===== config.mk =====
export PLATFORM = sky130hd
export DESIGN_NAME = iic_slave
export DESIGN_NICKNAME = d
export VERILOG_FILES = /design/src/rtl/iic_slave.sv
export SDC_FILE = /design/constraint.sdc
export NUM_CORES = 1
export LEC_CHECK = 0
export BUFFER_PORTS_ARGS = -buffer_cell sky130_fd_sc_hd__buf_2
export CAP_MARGIN = 20
export CELL_PAD_IN_SITES_DETAIL_PLACEMENT = 1
export CELL_PAD_IN_SITES_GLOBAL_PLACEMENT = 2
export CORE_ASPECT_RATIO = 1.75
export CORE_MARGIN = 4
export CORE_UTILIZATION = 41
export DETAILED_ROUTE_END_ITERATION = 8
export GPL_TIMING_DRIVEN = 0
export MAX_ROUTING_LAYER = met4
export PLACE_DENSITY_LB_ADDON = 0.1
export SLEW_MARGIN = 20
export SYNTH_ARGS = -nofsm -noshare
export SYNTH_HDL_FRONTEND = slang
export SYNTH_SLANG_ARGS = --single-unit

===== constraint.sdc =====
create_clock -name I_clk -period 3.52 [get_ports I_clk]
set_clock_uncertainty 0.1 [all_clocks]
set_input_delay 0.176 -clock I_clk [delete_from_list [all_inputs] [get_ports I_clk]]
set_output_delay 0.176 -clock I_clk [all_outputs]
set_load 0.01 [all_outputs]

===== src/rtl/iic_slave.sv =====
// Bit-level IIC target: oversampled SCL/SDA, START/STOP detection, 7-bit address match,
// byte write strobe and byte read request towards local logic. No stretching, no arbitration.
module iic_slave #(
  parameter logic [6:0] ADDR = 7'h50
) (
  input  logic       I_clk,
  input  logic       I_rstn,
  input  logic       I_scl,
  input  logic       I_sda,
  output logic       O_sda,
  output logic [7:0] O_wr_data,
  output logic       O_wr_valid,
  output logic       O_rd_req,
  input  logic [7:0] I_rd_data,
  output logic       O_busy
);

  typedef enum logic [2:0] {
    S_IDLE, S_ADDR, S_ADDR_ACK, S_WRITE, S_WRITE_ACK, S_READ, S_READ_ACK, S_IGNORE
  } state_t;

  state_t     state_q, state_n;
  logic [2:0] bit_cnt_q, bit_cnt_n;
  logic [6:0] shift_q, shift_n;
  logic [7:0] tx_q, tx_n;
  logic       rw_q, rw_n;
  logic       byte_done_q, byte_done_n;
  logic       sda_n;
  logic [7:0] wr_data_n;
  logic       wr_valid_n, rd_req_n;

  logic scl_s1, scl_s2, scl_h;
  logic sda_s1, sda_s2, sda_h;
  logic scl_rise, scl_fall, start_det, stop_det;

  // Both lines share identical synchronizer depth so their relative ordering survives.
  always_ff @(posedge I_clk or negedge I_rstn) begin
    if (!I_rstn) begin
      scl_s1 <= 1'b1; scl_s2 <= 1'b1; scl_h <= 1'b1;
      sda_s1 <= 1'b1; sda_s2 <= 1'b1; sda_h <= 1'b1;
    end else begin
      // NOTE: non-blocking assignments make every register sample the pre-edge values,
      // which is what turns these three flops into a shift chain.
      scl_s1 <= I_scl; scl_s2 <= scl_s1; scl_h <= scl_s2;
      sda_s1 <= I_sda; sda_s2 <= sda_s1; sda_h <= sda_s2;
    end
  end

  assign scl_rise  = scl_s2 & ~scl_h;
  assign scl_fall  = ~scl_s2 & scl_h;
  assign start_det = scl_s2 & sda_h & ~sda_s2;
  assign stop_det  = scl_s2 & ~sda_h & sda_s2;

  always_comb begin
    // NOTE: every signal gets a default first so no path through this block infers a latch.
    state_n     = state_q;
    bit_cnt_n   = bit_cnt_q;
    shift_n     = shift_q;
    tx_n        = O_rd_req ? I_rd_data : tx_q;
    rw_n        = rw_q;
    byte_done_n = byte_done_q;
    sda_n       = O_sda;
    wr_data_n   = O_wr_data;
    wr_valid_n  = 1'b0;
    rd_req_n    = 1'b0;

    if (start_det) begin
      state_n     = S_ADDR;
      bit_cnt_n   = 3'd0;
      byte_done_n = 1'b0;
      sda_n       = 1'b1;
    end else if (stop_det) begin
      state_n     = S_IDLE;
      byte_done_n = 1'b0;
      sda_n       = 1'b1;
    end else begin
      unique case (state_q)
        S_ADDR: begin
          if (scl_rise) begin
            shift_n   = {shift_q[5:0], sda_s2};
            bit_cnt_n = 3'(bit_cnt_q + 3'd1);
            if (bit_cnt_q == 3'd7) begin
              if (shift_q == ADDR) begin
                rw_n        = sda_s2;
                rd_req_n    = sda_s2;
                byte_done_n = 1'b1;
              end else begin
                state_n = S_IGNORE;
              end
            end
          end else if (scl_fall && byte_done_q) begin
            sda_n       = 1'b0;
            byte_done_n = 1'b0;
            state_n     = S_ADDR_ACK;
          end
        end
        S_ADDR_ACK: begin
          if (scl_fall) begin
            if (rw_q) begin
              sda_n     = tx_q[7];
              tx_n      = {tx_q[6:0], 1'b0};
              bit_cnt_n = 3'd1;
              state_n   = S_READ;
            end else begin
              sda_n     = 1'b1;
              bit_cnt_n = 3'd0;
              state_n   = S_WRITE;
            end
          end
        end
        S_WRITE: begin
          if (scl_rise) begin
            shift_n   = {shift_q[5:0], sda_s2};
            bit_cnt_n = 3'(bit_cnt_q + 3'd1);
            if (bit_cnt_q == 3'd7) begin
              wr_data_n   = {shift_q, sda_s2};
              wr_valid_n  = 1'b1;
              byte_done_n = 1'b1;
            end
          end else if (scl_fall && byte_done_q) begin
            sda_n       = 1'b0;
            byte_done_n = 1'b0;
            state_n     = S_WRITE_ACK;
          end
        end
        S_WRITE_ACK: begin
          if (scl_fall) begin
            sda_n   = 1'b1;
            state_n = S_WRITE;
          end
        end
        S_READ: begin
          // bit_cnt counts bits already driven; wrapping to 0 means all eight are out.
          if (scl_fall) begin
            if (bit_cnt_q == 3'd0) begin
              sda_n   = 1'b1;
              state_n = S_READ_ACK;
            end else begin
              sda_n     = tx_q[7];
              tx_n      = {tx_q[6:0], 1'b0};
              bit_cnt_n = 3'(bit_cnt_q + 3'd1);
            end
          end
        end
        S_READ_ACK: begin
          if (scl_rise) begin
            if (sda_s2) begin
              state_n = S_IGNORE;
            end else begin
              rd_req_n = 1'b1;
            end
          end else if (scl_fall) begin
            sda_n     = tx_q[7];
            tx_n      = {tx_q[6:0], 1'b0};
            bit_cnt_n = 3'd1;
            state_n   = S_READ;
          end
        end
        default: ;
      endcase
    end
  end

  always_ff @(posedge I_clk or negedge I_rstn) begin
    if (!I_rstn) begin
      state_q     <= S_IDLE;
      bit_cnt_q   <= 3'd0;
      shift_q     <= 7'd0;
      tx_q        <= 8'd0;
      rw_q        <= 1'b0;
      byte_done_q <= 1'b0;
      O_sda       <= 1'b1;
      O_wr_data   <= 8'h00;
      O_wr_valid  <= 1'b0;
      O_rd_req    <= 1'b0;
    end else begin
      state_q     <= state_n;
      bit_cnt_q   <= bit_cnt_n;
      shift_q     <= shift_n;
      tx_q        <= tx_n;
      rw_q        <= rw_n;
      byte_done_q <= byte_done_n;
      O_sda       <= sda_n;
      O_wr_data   <= wr_data_n;
      O_wr_valid  <= wr_valid_n;
      O_rd_req    <= rd_req_n;
    end
  end

  assign O_busy = (state_q != S_IDLE) && (state_q != S_IGNORE);

endmodule


Word-level counts from Yosys, hierarchy flattened

Index checks and enable logic that the tools add are counted.

Input bits: 12
Register bits: 40

Bitwise operators: 12
Multiplexer cells: 71
Add/sub/neg operators: 1
Reductions and logical operators: 16
Equal/unequal tests: 33

Operator list:

| kind               | number |
|---|---|
| $mux 3             | 24 |
| $mux 8             | 9 |
| $ne 5x5->1 const B | 7 |
| $mux 1             | 32 |
| $ne 4x4->1 const B | 8 |
| $pmux 8 s3         | 1 |
| $ne 3x3->1 const B | 6 |
| $pmux 3 s6         | 1 |
| $reduce_and 8->1   | 2 |
| $eq 3x3->1 const B | 4 |
| $pmux 3 s4         | 1 |
| $reduce_and 12->1  | 1 |
| $reduce_and 4->1   | 2 |
| $reduce_bool 8->1  | 1 |
| $eq 7x7->1 const B | 1 |
| $reduce_bool 7->1  | 1 |
| $and 1x1->1        | 6 |
| $eq 3x2->1 const B | 2 |
| $not 1->1          | 6 |
| $reduce_and 6->1   | 1 |
| $pmux 1 s5         | 1 |
| $reduce_and 5->1   | 1 |
| $reduce_bool 5->1  | 1 |
| $ne 4x1->1 const B | 1 |
| other kinds (11)   | 13 |

Depth between registers and ports, before layout

Depth in word-level cells: 8
Depth in mapped cells: 8
Mapped depth without buffers: 7

Worst setup path after synthesis

Ideal clock, no wire load.

Path kind: reg-to-reg
Start point: register scl_s2
End point: register state_q[0]
Path buffers: 1
Cell stages (with the launch flop): 9
Path slack: 1.368 ns
Arrival: 1.931 ns
Library setup time: 0.121 ns
Cell sequence: dfstp_2 inv_1 ha_1 clkbuf_2 and4bb_2 o311ai_1 a21oi_1 o21a_1 o22a_1

Longest elaborated chain between the ends: 5

RTL lines:

| item                                            | line        | text |
|---|---|---|
| start: declaration                              | 32          | `logic scl_s1, scl_s2, scl_h;` |
| start signal: assignment                        | 44          | `scl_s1 <= I_scl; scl_s2 <= scl_s1; scl_h <= scl_s2;` |
| $and 1x1->1 or $not 1->1 (tied branches)        | 49, 50      |  |
| $mux 3, or another cell as far along            | 146         | `if (scl_rise) begin` |
| $pmux 3 s6 or $logic_and 1x1->1 (tied branches) | 77, 91, 120 |  |
| $mux 3, or another cell as far along            | 72          | `end else if (stop_det) begin` |
| $mux 3 or $reduce_and 12->1 (tied branches)     | n/a         |  |
| end signal: assignment                          | 177         | `state_q <= state_n;` |
| end: declaration                                | 22          | `state_t state_q, state_n;` |

Parallel ways exist; a longest one is shown, timed or not.
A chain may end at the register's enable or synchronous reset.

Worst setup path in the final report

Ends and elaborated chain as after synthesis.

==> flow_metrics.tcl <==
set metrics [dict create \
    status "completed" \
    hold_path_depth 3 \
    first_iter_violations 29 \
    rsz0062_at_grt "no" \
    critPathCaptureType "flip-flop" \
    cap_violations 0 \
    die_h_um 105.7 \
    tightest_slew_ns 0.9005 \
    hold_path_class "primary input to flip-flop" \
    wl_um 5777 \
    grt.total_usage_pct 19.56 \
    synth_async_sr_flop_share_pct 100.0 \
    worst-setup-path-type "flip-flop to flip-flop" \
    start_kind "flip-flop" \
    worstPathRequired_ns 3.66 \
    area_delta_synth_final_pct 16.07 \
    final_util_pct 48.95 \
    finalSetupViolations 0 \
    path_buf_inv 2 \
    placedCellCount 303 \
    postCtsSetupBuffers 0 \
    setup_ws_ns 1.060 \
    grt_overflow 0 \
    io_pins 24 \
    critPathMaxFanout 9 \
    dr.pass1.iters 4 \
    fmax_ghz 0.4065 \
    slew_violations 0 \
    min_to "tx_q[0]$_DFF_PN0_" \
    cp_common_cell "a211oi_1" \
    clk_path_buf_depth 2 \
    htreeDepth 2 \
    worst_path_dominant_cell_family "compound AO/OA/AOI/OAI gates" \
    drc_errors 0 \
    cts-root-buf "clkbuf_8" \
    synth_edf_count 0 \
    r2r_cells 8 \
    grt_max_degree 41 \
    ys_types 51 \
    synthTopCellsByArea "dfrtp_1 37%, mux2_2 15%, dfstp_2 8.2%" \
    die_w_um 63.81 \
    hold_viol_final 0 \
    start_util_pct 42.17 \
    path_clk_slew_ns 0.08 \
    rows 35 \
    avgViaCountPerCell 5.605 \
    cts_sinks 40 \
    min_period_ns 2.460 \
    cts_tree "built" \
    worstPathCellList "inv_1 > ha_1 > clkbuf_2 > and4bb_2 > o311ai_1 > a211oi_1 > a211oi_1 > o22a_1" \
    die-area_um2 6742 \
    yosysTopAreaCellShare_pct 36.95 \
    fin_crit_sh_pct 69.89 \
    preCtsSetupSlack_ns 1.081 \
    hp-start "I_rd_data[0]" \
    numPortBuffers 23 \
    fin_total_pwr_w 0.001789 \
    yosys.area.top_type "dfrtp_1" \
    synth_fp_nets 224 \
    ant_nets 0 \
    ys.flop_type "dfrtp_1" \
    grt_pass1_vias 1969 \
    clk-insertion-delay-late_ns 0.30 \
    place_hpwl_um 4531 \
    drive_gt1_share_pct 35.00 \
    layout_common_cells "33 x dfrtp_1, 29 x mux2_2, 24 x buf_2" \
    layout_commonest_cell "dfrtp_1" \
    power_density_nw_per_um2 689.7 \
    avgRoutedWirePerCell_um 18.40 \
    syn_avg_cell_area_um2 10.85 \
    ys_warn_count 0 \
    p_leak_nw 1.218 \
    yosysSeqAreaShare_pct 45.18 \
    antenna_cells 0 \
    gp_congestion 0.9116 \
    vias 1760 \
    worst_ir_drop_vdd_mv 0.3932 \
    coreArea_um2 5299 \
    slowest_delay_ns 0.63 \
    ys_ff_latch 40 \
    r2r_start "scl_s2$_DFF_PN1_" \
    syn_area_um2 2235 \
    r2r_end "state_q[0]$_DFFE_PN0P_" \
    reg2reg_slack_ns 1.06 \
    finalNonFillerCells 314 \
    grt_antenna_before_repair 0 \
    grt_pass1_wl_um 9901 \
    fillers 600 \
    cp.arrival_ns 2.60 \
    cp_slowest_cell "dfstp_2" \
    cts_buffers 5 \
    fin_nets 257 \
    final.setup.tns_ns 0 \
    syn_inst 206 \
    max_slew_margin_pct 39.97 \
]
==> flip-flops by register name (all words and copies together) (netlist names), 3 cells and up <==
register	count
tx_q	8
bit_cnt_q	3
shift_q	7
state_q	3
O_wr_data	8
==> worst min-delay path, delay by kind of cell <==
| family | cells | cell delay (ns) |
|---|---|---|
| buffers and inverters | 1 | 0.08 |
| AOI/OAI and AO/OA | 1 | 0.13 |
| muxes | 1 | 0.05 |
==> per-layer routing <==
metal / global-route usage, % / wire length (um) / part of all wire, % / up-vias
met3: 2.559 / 150 / 2.6 / 17
li1: - / - / - / 818
met2: 37.75 / 3365 / 58 / 40
met5: - / 0 / 0 / -
met1: 18.08 / 2011 / 35 / 885
met4: 9.583 / 250 / 4.3 / 0
==> cells by family (layout without fill, tap and decap cells) <==
kind of cell | Yosys count | in the layout | share of synthesized area (%)
xor+xnor | 1 | 1 | 0.7281
simple gates | 56 | 56 | 15.23
flops | 40 | 40 | 45.18
buf+inv | 20 | 54 | 4.479
compound gates | 53 | 53 | 15.96
fa+ha+maj | 6 | 6 | 3.359
mux | 30 | 30 | 15.06
==> layout make-up <==
class | count | area [um^2] | area share [%]
plain buffers | 10 | 62.56 | 2.412
clock buffers | 6 | 82.58 | 3.184
well taps | 74 | 92.59 | 3.570
clock inverters | 2 | 38.79 | 1.495
flip-flops and latches | 40 | 1010 | 38.93
multi-input cells | 146 | 1125 | 43.37
inverters | 10 | 37.54 | 1.447
repair buffers | 26 | 145.1 | 5.596
==> worst max-delay path by stage <==
| stage | cells past startpoint | endpoint | from | slack (ns) |
|---|---|---|---|---|
| final | 8 | state_q[0]$_DFFE_PN0P_ | scl_s2$_DFF_PN1_ | 1.06 |
| after CTS | 8 | state_q[0]$_DFFE_PN0P_ | scl_s2$_DFF_PN1_ | 1.05 |
| after detailed placement | 8 | state_q[0]$_DFFE_PN0P_ | scl_s2$_DFF_PN1_ | 1.08 |
| after global placement | 8 | state_q[0]$_DFFE_PN0P_ | scl_s2$_DFF_PN1_ | 1.13 |
| after floorplan | 8 | state_q[0]$_DFFE_PN0P_ | scl_s2$_DFF_PN1_ | 1.37 |
| after global routing | 8 | state_q[0]$_DFFE_PN0P_ | scl_s2$_DFF_PN1_ | 0.88 |
==> synth_stat cells, types with 3 or more instances <==
cell / number
dfrtp_1: 33
mux2_2: 29
a21oi_1: 14
nand2_1: 14
inv_1: 10
o21ai_0: 9
nor2_1: 8
nor2b_1: 8
dfstp_2: 7
buf_4: 6
ha_1: 6
o22ai_1: 6
a221oi_1: 3
nand2b_1: 3
nand3_1: 3
==> power breakdown <==
| part | internal (W) | switching (W) | total [W] |
|---|---|---|---|
| clock | 0.000232 | 0.000170 | 0.000402 |
| combinational | 0.000327 | 0.000402 | 0.000728 |
| sequential | 0.000568 | 0.0000910 | 0.000659 |
| total | 0.00113 | 0.000663 | 0.00179 |
==> through the flow <==
step / area, um^2 / hold WS [ns]
after floorplan: 2235 / -0.2196
final: 2594 / 0.07450
after global placement: 2442 / 0.1823
after global routing: 2594 / 0.07703
after CTS: 2594 / 0.07288
after detailed placement: 2442 / 0.1853
==> repair_timing <==
item,in CTS,in global routing
endpoints found under the hold margin,35,0
resized for setup,0,0
hold buffers,3,0
(Power assumes the default switching activity.)
